==> src/rtl/mps_dmem_pkg.sv <==
// Shared constants for the MPS data-memory responder.
// Holds the MMIO map, STATUS bit positions and the default output FIFO depth.
`ifndef DMEM_ADDR_WIDTH
`define DMEM_ADDR_WIDTH 8
`endif
`ifndef DMEM_DATA_WIDTH
`define DMEM_DATA_WIDTH 8
`endif

package mps_dmem_pkg;

    localparam logic [7:0] MMIO_OUT    = 8'hFF;
    localparam logic [7:0] MMIO_STATUS = 8'hFE;
    localparam logic [7:0] MMIO_CYCLES = 8'hFD;

    localparam int ST_COUNT_LSB = 0;
    localparam int ST_FULL      = 3;
    localparam int ST_EMPTY     = 4;
    localparam int ST_OVF       = 5;

    localparam int DEFAULT_FIFO_DEPTH = 4;

endpackage

==> src/rtl/mps_out_fifo.sv <==
// Small synchronous FIFO feeding the MMIO OUT drain port.
// Head word reads as zero while empty.
module mps_out_fifo
    import mps_dmem_pkg::*;
#(
    parameter int DEPTH = DEFAULT_FIFO_DEPTH,
    parameter int WIDTH = 8
) (
    input  logic             clock,
    input  logic             nreset,
    input  logic             push,
    input  logic             pop,
    input  logic [WIDTH-1:0] wdata,
    output logic [WIDTH-1:0] rdata,
    output logic [2:0]       count,
    output logic             full,
    output logic             empty
);

    localparam int PW = (DEPTH > 1) ? $clog2(DEPTH) : 1;

    logic [WIDTH-1:0] buffer [DEPTH];
    logic [PW-1:0]    rd_ptr;
    logic [PW-1:0]    wr_ptr;

    function automatic logic [PW-1:0] bump(input logic [PW-1:0] p);
        return (p == PW'(DEPTH - 1)) ? '0 : p + 1'b1;
    endfunction

    always_ff @(posedge clock or negedge nreset) begin
        if (!nreset) begin
            rd_ptr <= '0;
            wr_ptr <= '0;
            count  <= '0;
        end else begin
            if (push) wr_ptr <= bump(wr_ptr);
            if (pop)  rd_ptr <= bump(rd_ptr);
            unique case ({push, pop})
                2'b10:   count <= count + 3'd1;
                2'b01:   count <= count - 3'd1;
                default: count <= count;
            endcase
        end
    end

    // Storage needs no reset: the head is masked to zero while empty.
    always_ff @(posedge clock) begin
        if (push) buffer[wr_ptr] <= wdata;
    end

    assign full  = (count == 3'(DEPTH));
    assign empty = (count == 3'd0);
    assign rdata = empty ? '0 : buffer[rd_ptr];

endmodule

==> src/rtl/mps_dmem_responder.sv <==
// MPS data-memory slave: RAM plus, with MPS_DMEM_MMIO_EN, an MMIO window
// (OUT FIFO at 0xFF, STATUS at 0xFE, CYCLES at 0xFD).
module mps_dmem_responder
    import mps_dmem_pkg::*;
#(
    parameter int ADDR_WIDTH = `DMEM_ADDR_WIDTH,
    parameter int DATA_WIDTH = `DMEM_DATA_WIDTH,
    parameter int FIFO_DEPTH = DEFAULT_FIFO_DEPTH
) (
    input  logic                  clock,
    input  logic                  nreset,
    input  logic [ADDR_WIDTH-1:0] dmem_addr,
    input  logic                  dmem_wenable,
    input  logic [DATA_WIDTH-1:0] dmem_wvalue,
    output logic [DATA_WIDTH-1:0] dmem_rvalue,
    output logic [DATA_WIDTH-1:0] out_data,
    output logic                  out_valid,
    input  logic                  out_ready
);

    logic [DATA_WIDTH-1:0] mem [2**ADDR_WIDTH];
    logic                  ram_we;

    always_ff @(posedge clock) begin
        if (ram_we) mem[dmem_addr] <= dmem_wvalue;
    end

`ifdef MPS_DMEM_MMIO_EN
    logic            is_out;
    logic            is_status;
    logic            is_cycles;
    logic            push;
    logic            pop;
    logic            full;
    logic            empty;
    logic [2:0]      count;
    logic            overflow;
    logic [7:0]      cycles;
    logic [DATA_WIDTH-1:0] status;

    assign is_out    = (dmem_addr == ADDR_WIDTH'(MMIO_OUT));
    assign is_status = (dmem_addr == ADDR_WIDTH'(MMIO_STATUS));
    assign is_cycles = (dmem_addr == ADDR_WIDTH'(MMIO_CYCLES));

    assign ram_we    = dmem_wenable && nreset &&
                       !(is_out || is_status || is_cycles);
    assign pop       = out_valid && out_ready;
    // A pop in the same cycle frees the slot a full FIFO needs.
    assign push      = dmem_wenable && is_out && (!full || pop);
    assign out_valid = !empty;

    mps_out_fifo #(
        .DEPTH (FIFO_DEPTH),
        .WIDTH (DATA_WIDTH)
    ) u_fifo (
        .clock  (clock),
        .nreset (nreset),
        .push   (push),
        .pop    (pop),
        .wdata  (dmem_wvalue),
        .rdata  (out_data),
        .count  (count),
        .full   (full),
        .empty  (empty)
    );

    always_ff @(posedge clock or negedge nreset) begin
        if (!nreset) begin
            overflow <= 1'b0;
            cycles   <= '0;
        end else begin
            cycles <= cycles + 8'd1;
            if (dmem_wenable && is_status)
                overflow <= 1'b0;
            else if (dmem_wenable && is_out && full && !pop)
                overflow <= 1'b1;
        end
    end

    always_comb begin
        status                             = '0;
        status[ST_COUNT_LSB +: 3]          = count;
        status[ST_FULL]                    = full;
        status[ST_EMPTY]                   = empty;
        status[ST_OVF]                     = overflow;
    end

    always_comb begin
        dmem_rvalue = mem[dmem_addr];
        unique case (1'b1)
            is_out:    dmem_rvalue = '0;
            is_status: dmem_rvalue = status;
            is_cycles: dmem_rvalue = DATA_WIDTH'(cycles);
            default:   ;
        endcase
    end
`else
    logic unused_ready;

    assign unused_ready = out_ready;
    assign ram_we       = dmem_wenable && nreset;
    assign dmem_rvalue  = mem[dmem_addr];
    assign out_valid    = 1'b0;
    assign out_data     = '0;
`endif

endmodule

==> config.mk <==
export PLATFORM = sky130hd
export DESIGN_NAME = mps_dmem_responder
export DESIGN_NICKNAME = d
export VERILOG_FILES = /design/src/rtl/mps_dmem_pkg.sv /design/src/rtl/mps_out_fifo.sv /design/src/rtl/mps_dmem_responder.sv
export SDC_FILE = /design/constraint.sdc
export NUM_CORES = 2
export LEC_CHECK = 0
export CORE_MARGIN = 2
export CORE_UTILIZATION = 53
export CTS_CLUSTER_SIZE = 10
export DETAILED_ROUTE_END_ITERATION = 8
export GPL_ROUTABILITY_DRIVEN = 0
export PLACE_DENSITY = 0.69
export SETUP_SLACK_MARGIN = 0.15
export SYNTH_ARGS = -nofsm -noshare
export SYNTH_HDL_FRONTEND = slang
export SYNTH_SLANG_ARGS = --single-unit
==> constraint.sdc <==
create_clock -name clock -period 6.47 [get_ports clock]
set_input_delay 1.294 -clock clock [delete_from_list [all_inputs] [get_ports clock]]
set_output_delay 1.294 -clock clock [all_outputs]
set_load 0.005 [all_outputs]
* Yosys cells after proc, flatten, opt, wreduce, memory -nomap -nowiden
Memories as Yosys holds them, arrays and structs flattened.
Cells that the tools add are included.
** Word-level totals
- Register bits after elaboration :: 0
- Latch bits :: 0
- Bits in writable memories :: 2048
- ROM bits :: 0
- Input port bits :: 20
- Word-level logic and storage cells :: 4
- Memories :: 1
** Cells by class
- $add $sub $neg :: 0
- $mul :: 0
- Divide/modulo/power cells :: 0
- Order comparisons :: 0
- Equality and inequality tests :: 0
- Shifts and indexed selects :: 0
- Multiplexer cells :: 2
- Bitwise operators :: 0
- Reductions and logical operators :: 1
** Memory list
- mem :: words 256, width 8, read ports 1, clocked after Yosys merged registers in 0, wr ports 1, RTL line mps_dmem_responder.sv:21 : logic [DATA_WIDTH-1:0] mem [2**ADDR_WIDTH];
** Operators with widths (count)
- $mux W1 :: 2
- $logic_and A1 B1 Y1 :: 1

* Longest topological paths before layout
- Depth in word-level cells :: 3
- Mapped depth :: 9

* Worst setup path before layout
Ideal clock, no wire load.
- Path type :: input to output
- Start point :: input dmem_addr[0]
- End point :: output dmem_rvalue[0]
- Arrival :: 3.184 ns
- Setup slack :: 1.992 ns
- Cell stages on the path :: 8
- Cell sequence :: clkbuf_1 -> clkbuf_1 -> buf_2 -> mux4_2 -> a22oi_1 -> a21oi_1 -> o41ai_1 -> nand4_1
** Between the ends
- Cells in the longest elaborated chain, start to end :: 1
** RTL lines
- start: declaration :: RTL line mps_dmem_responder.sv:12 : input logic [ADDR_WIDTH-1:0] dmem_addr,
- $mem_v2 Z256 W8
- end: declaration :: RTL line mps_dmem_responder.sv:15 : output logic [DATA_WIDTH-1:0] dmem_rvalue,
Every way passes these cells.

* Worst setup path after layout
- Start point :: input dmem_addr[0]
- End point :: output dmem_rvalue[4]
The elaborated chain is that of the path after synthesis.

==> impl_metrics.xml <==
<?xml version="1.0" encoding="UTF-8"?>
<metrics>
  <group name="layout">
    <metric name="mostFrequentLayoutCell" unit="">sky130_fd_sc_hd__edfxtp_1</metric>
    <metric name="drive_above_1_share" unit="%">25.5</metric>
    <metric name="total_nets_final" unit="">3737</metric>
    <metric name="largest_register_ffs" unit="">2048</metric>
    <metric name="final_cell_mix" unit="">sky130_fd_sc_hd__edfxtp_1 (2048), sky130_fd_sc_hd__mux4_2 (512), sky130_fd_sc_hd__nor2_1 (258)</metric>
    <metric name="biggestRegsByFlops" unit="">mem x2048</metric>
    <metric name="area_growth_syn_to_layout" unit="%">12.0</metric>
    <metric name="finalNonFillerCells" unit="">5662</metric>
    <metric name="max_flop_register" unit="">mem</metric>
  </group>
  <group name="route">
    <metric name="drt_drc_violations_left" unit="">0</metric>
    <metric name="drt-vias-per-instance" unit="">6.58</metric>
    <metric name="route.detailed.wl_per_inst" unit="um">32.0</metric>
    <metric name="dr_total_vias" unit="">37300</metric>
    <metric name="detail-route-antenna-nets" unit="">0</metric>
    <metric name="initial_detailed_routing_violation_count" unit="">4508</metric>
    <metric name="detailedRoute.firstPassIterationCount" unit="">5</metric>
    <metric name="drt-total-wl" unit="mm">181</metric>
  </group>
  <group name="min_path">
    <metric name="worst_hold_path_type" unit="">in -&gt; reg</metric>
    <metric name="whs_path_depth" unit="">1</metric>
  </group>
  <group name="global_route">
    <metric name="vias_in_the_first_global_route" unit="">38100</metric>
    <metric name="maximum_number_of_pins_on_one_net_before_global_route_repair" unit="">177</metric>
    <metric name="grt_use_total" unit="%">24.3</metric>
    <metric name="grt_first_pass_wirelength" unit="mm">263</metric>
    <metric name="globalRoute.totalOverflow" unit="">0</metric>
    <metric name="antenna_found_initial" unit="">2</metric>
  </group>
  <group name="worst_setup_path">
    <metric name="worst_ep_required_time" unit="ns">5.18</metric>
    <metric name="worstSetupPathType" unit="">in -&gt; out</metric>
    <metric name="worst_setup_path_start_kind" unit="">primary input</metric>
    <metric name="critical_path_arrival" unit="ns">5.02</metric>
    <metric name="end_kind" unit="">primary output</metric>
    <metric name="critical_path_peak_fanout" unit="">43</metric>
  </group>
  <group name="timing">
    <metric name="grt_setup_unrepaired" unit="">false</metric>
    <metric name="final_min_period_over_clock_period" unit="%">97.6</metric>
    <metric name="fmax" unit="MHz">158</metric>
    <metric name="timing.setup.tns" unit="ns">0</metric>
    <metric name="hold_violations" unit="">0</metric>
    <metric name="slew_of_the_pin_with_the_lowest_slew_margin" unit="ns">1.19</metric>
    <metric name="setup_viol" unit="">0</metric>
    <metric name="report.final.slew_viol_count" unit="">0</metric>
    <metric name="timing.final.crit_period" unit="ns">6.31</metric>
    <metric name="worst_slew_margin_rel" unit="%">20.2</metric>
  </group>
  <group name="power">
    <metric name="pwr-share-comb" unit="%">4.6</metric>
    <metric name="total_leakage_power" unit="nW">26.6</metric>
    <metric name="power_switching" unit="mW">5.49</metric>
    <metric name="internal_pwr_total" unit="mW">21.3</metric>
    <metric name="pwr-share-clk" unit="%">40.7</metric>
    <metric name="power.density" unit="nW/um2">306</metric>
    <metric name="power_switching_share" unit="%">20.5</metric>
    <metric name="p_seq_share" unit="%">54.6</metric>
    <metric name="ir_drop" unit="mV">0.284</metric>
  </group>
  <group name="placement">
    <metric name="hpwl" unit="mm">105</metric>
    <metric name="buffer_ports.inserted" unit="">26</metric>
    <metric name="dpl.cell_count" unit="">5408</metric>
  </group>
  <group name="cts">
    <metric name="clock_path_buffers" unit="">3</metric>
    <metric name="tritoncts_num_sinks" unit="">2048</metric>
    <metric name="post_cts_hold_buffer_count" unit="">0</metric>
    <metric name="clock_tree_from_tritoncts" unit="">done</metric>
    <metric name="clock_tree.root_cell" unit="">sky130_fd_sc_hd__clkbuf_16</metric>
    <metric name="clock_buffers_created_by_tritoncts" unit="">224</metric>
    <metric name="cts.clk_slew.worst_paths" unit="ns">0.05</metric>
    <metric name="htree_levels" unit="">4</metric>
  </group>
  <group name="die">
    <metric name="chipWidth" unit="um">388</metric>
    <metric name="fp.dieH" unit="um">388</metric>
    <metric name="initial_util" unit="%">53.5</metric>
    <metric name="num_io_pins" unit="">37</metric>
    <metric name="fp.dieArea" unit="um2">151000</metric>
    <metric name="placeableCoreArea" unit="um2">146000</metric>
    <metric name="placement_rows" unit="">140</metric>
  </group>
  <group name="synthesis">
    <metric name="synth-seq-area-share" unit="%">78.6</metric>
    <metric name="postSynthAreaPerCell" unit="um2">22.2</metric>
    <metric name="synth_largest_area_cell" unit="">sky130_fd_sc_hd__edfxtp_1</metric>
    <metric name="yosys_top_cell_area_share" unit="%">78.6</metric>
    <metric name="postSynthRegisterBits" unit="">2048</metric>
    <metric name="synth_cells" unit="">3527</metric>
    <metric name="yosysWarnings" unit="">0</metric>
    <metric name="post_synth_main_area_contributors" unit="">sky130_fd_sc_hd__edfxtp_1 (79%), sky130_fd_sc_hd__mux4_2 (15%), sky130_fd_sc_hd__a22oi_1 (2.5%)</metric>
    <metric name="synth_cell_type_count" unit="">22</metric>
    <metric name="netlist_area" unit="um2">78200</metric>
  </group>
  <group name="flow_run">
    <metric name="max_cap_viol_count" unit="">0</metric>
  </group>
  <group name="outcome">
    <metric name="status" unit="">complete, no violations</metric>
  </group>
</metrics>
[logic make-up after synthesis]
logic type / after synthesis / share of synthesized area, %
other: 1 / 0.00480
and+or+nand+nor: 316 / 1.60
muxes: 512 / 14.7
AOI/OAI and AO/OA: 416 / 3.64
buffers and inverters: 234 / 1.36
DFF: 2048 / 78.6
[metrics by stage]
stage / area (um2) / hold WS [ns] / setup WS (ns) / util, % / power, mW
global placement: 81700 / 1.89 / 0.0744 / 55.9 / 16.1
finish: 87600 / 1.01 / 0.156 / 60.0 / 26.8
global route: 87600 / 1.04 / 0.172 / 60.0 / 27.5
CTS: 87600 / 1.03 / 0.219 / 60.0 / 26.9
floorplan: 78200 / 1.39 / 1.99 / - / 15.5
detailed placement: 81700 / 1.92 / 0.0803 / 55.9 / 16.1
[worst max-delay path, cell delays in order]
cell and delay (ns):
sky130_fd_sc_hd__buf_12 0.39, sky130_fd_sc_hd__buf_12 0.32, sky130_fd_sc_hd__mux4_2 0.55, sky130_fd_sc_hd__a22oi_1 0.35, sky130_fd_sc_hd__a21oi_1 0.20, sky130_fd_sc_hd__o41ai_1 0.68
sky130_fd_sc_hd__buf_4 0.26, sky130_fd_sc_hd__nand4_1 0.27, sky130_fd_sc_hd__clkdlybuf4s50_1 0.55
[area by class of cell]
class	instances	area, um2
antenna	2	5.00
clock buffer	239	5770
clock inverter	13	153
fill	10000	58500
multi-input combinational	1253	15800
sequential	2048	61500
tap	1917	2400
timing repair buffer	190	2030
[power groups by stage]
stage	registers (mW)	clock network (mW)	logic, mW
floorplan	14.9	0	0.636
global placement	14.9	0	1.22
detailed placement	14.9	0	1.24
CTS	14.6	11.0	1.25
global route	14.6	11.5	1.31
finish	14.6	10.9	1.24
[worst paths after layout]
kind                           endpoint  slack (ns)      startpoint
hold / removal    mem[118][2]$_DFFE_PP_        1.01  dmem_wvalue[2]
setup / recovery         dmem_rvalue[4]        0.16    dmem_addr[0]
[synth_stat cells (all sizes together)]
cell and n:
a21oi 128, buf 91, clkbuf 143, nor3b 2
nand3 4, a22oi 256, mux4 512, nor2 259
and4 1, edfxtp 2048, conb 1, nor2b 6
nand2b 2, and2 2, o41ai 32, or2 1
nor3 1, nand4 8, nand2 30
[per-layer routing]
| layer | GRT usage, % | share of wire (%) | routed length, um |
|---|---|---|---|
| met1 | 34.3 | 39 | 70500 |
| met2 | 38.8 | 49 | 89300 |
| met3 | 4.64 | 8.9 | 16200 |
| met4 | 7.91 | 2.9 | 5180 |
| met5 | 0 | 0.0061 | 11 |
[repair_timing]
item,4_1_cts,5_1_grt
setup buffers,0,0
gates resized for setup,1,1
endpoints found under the setup margin,2,1
Note: power is estimated with default switching activity, not from simulation.
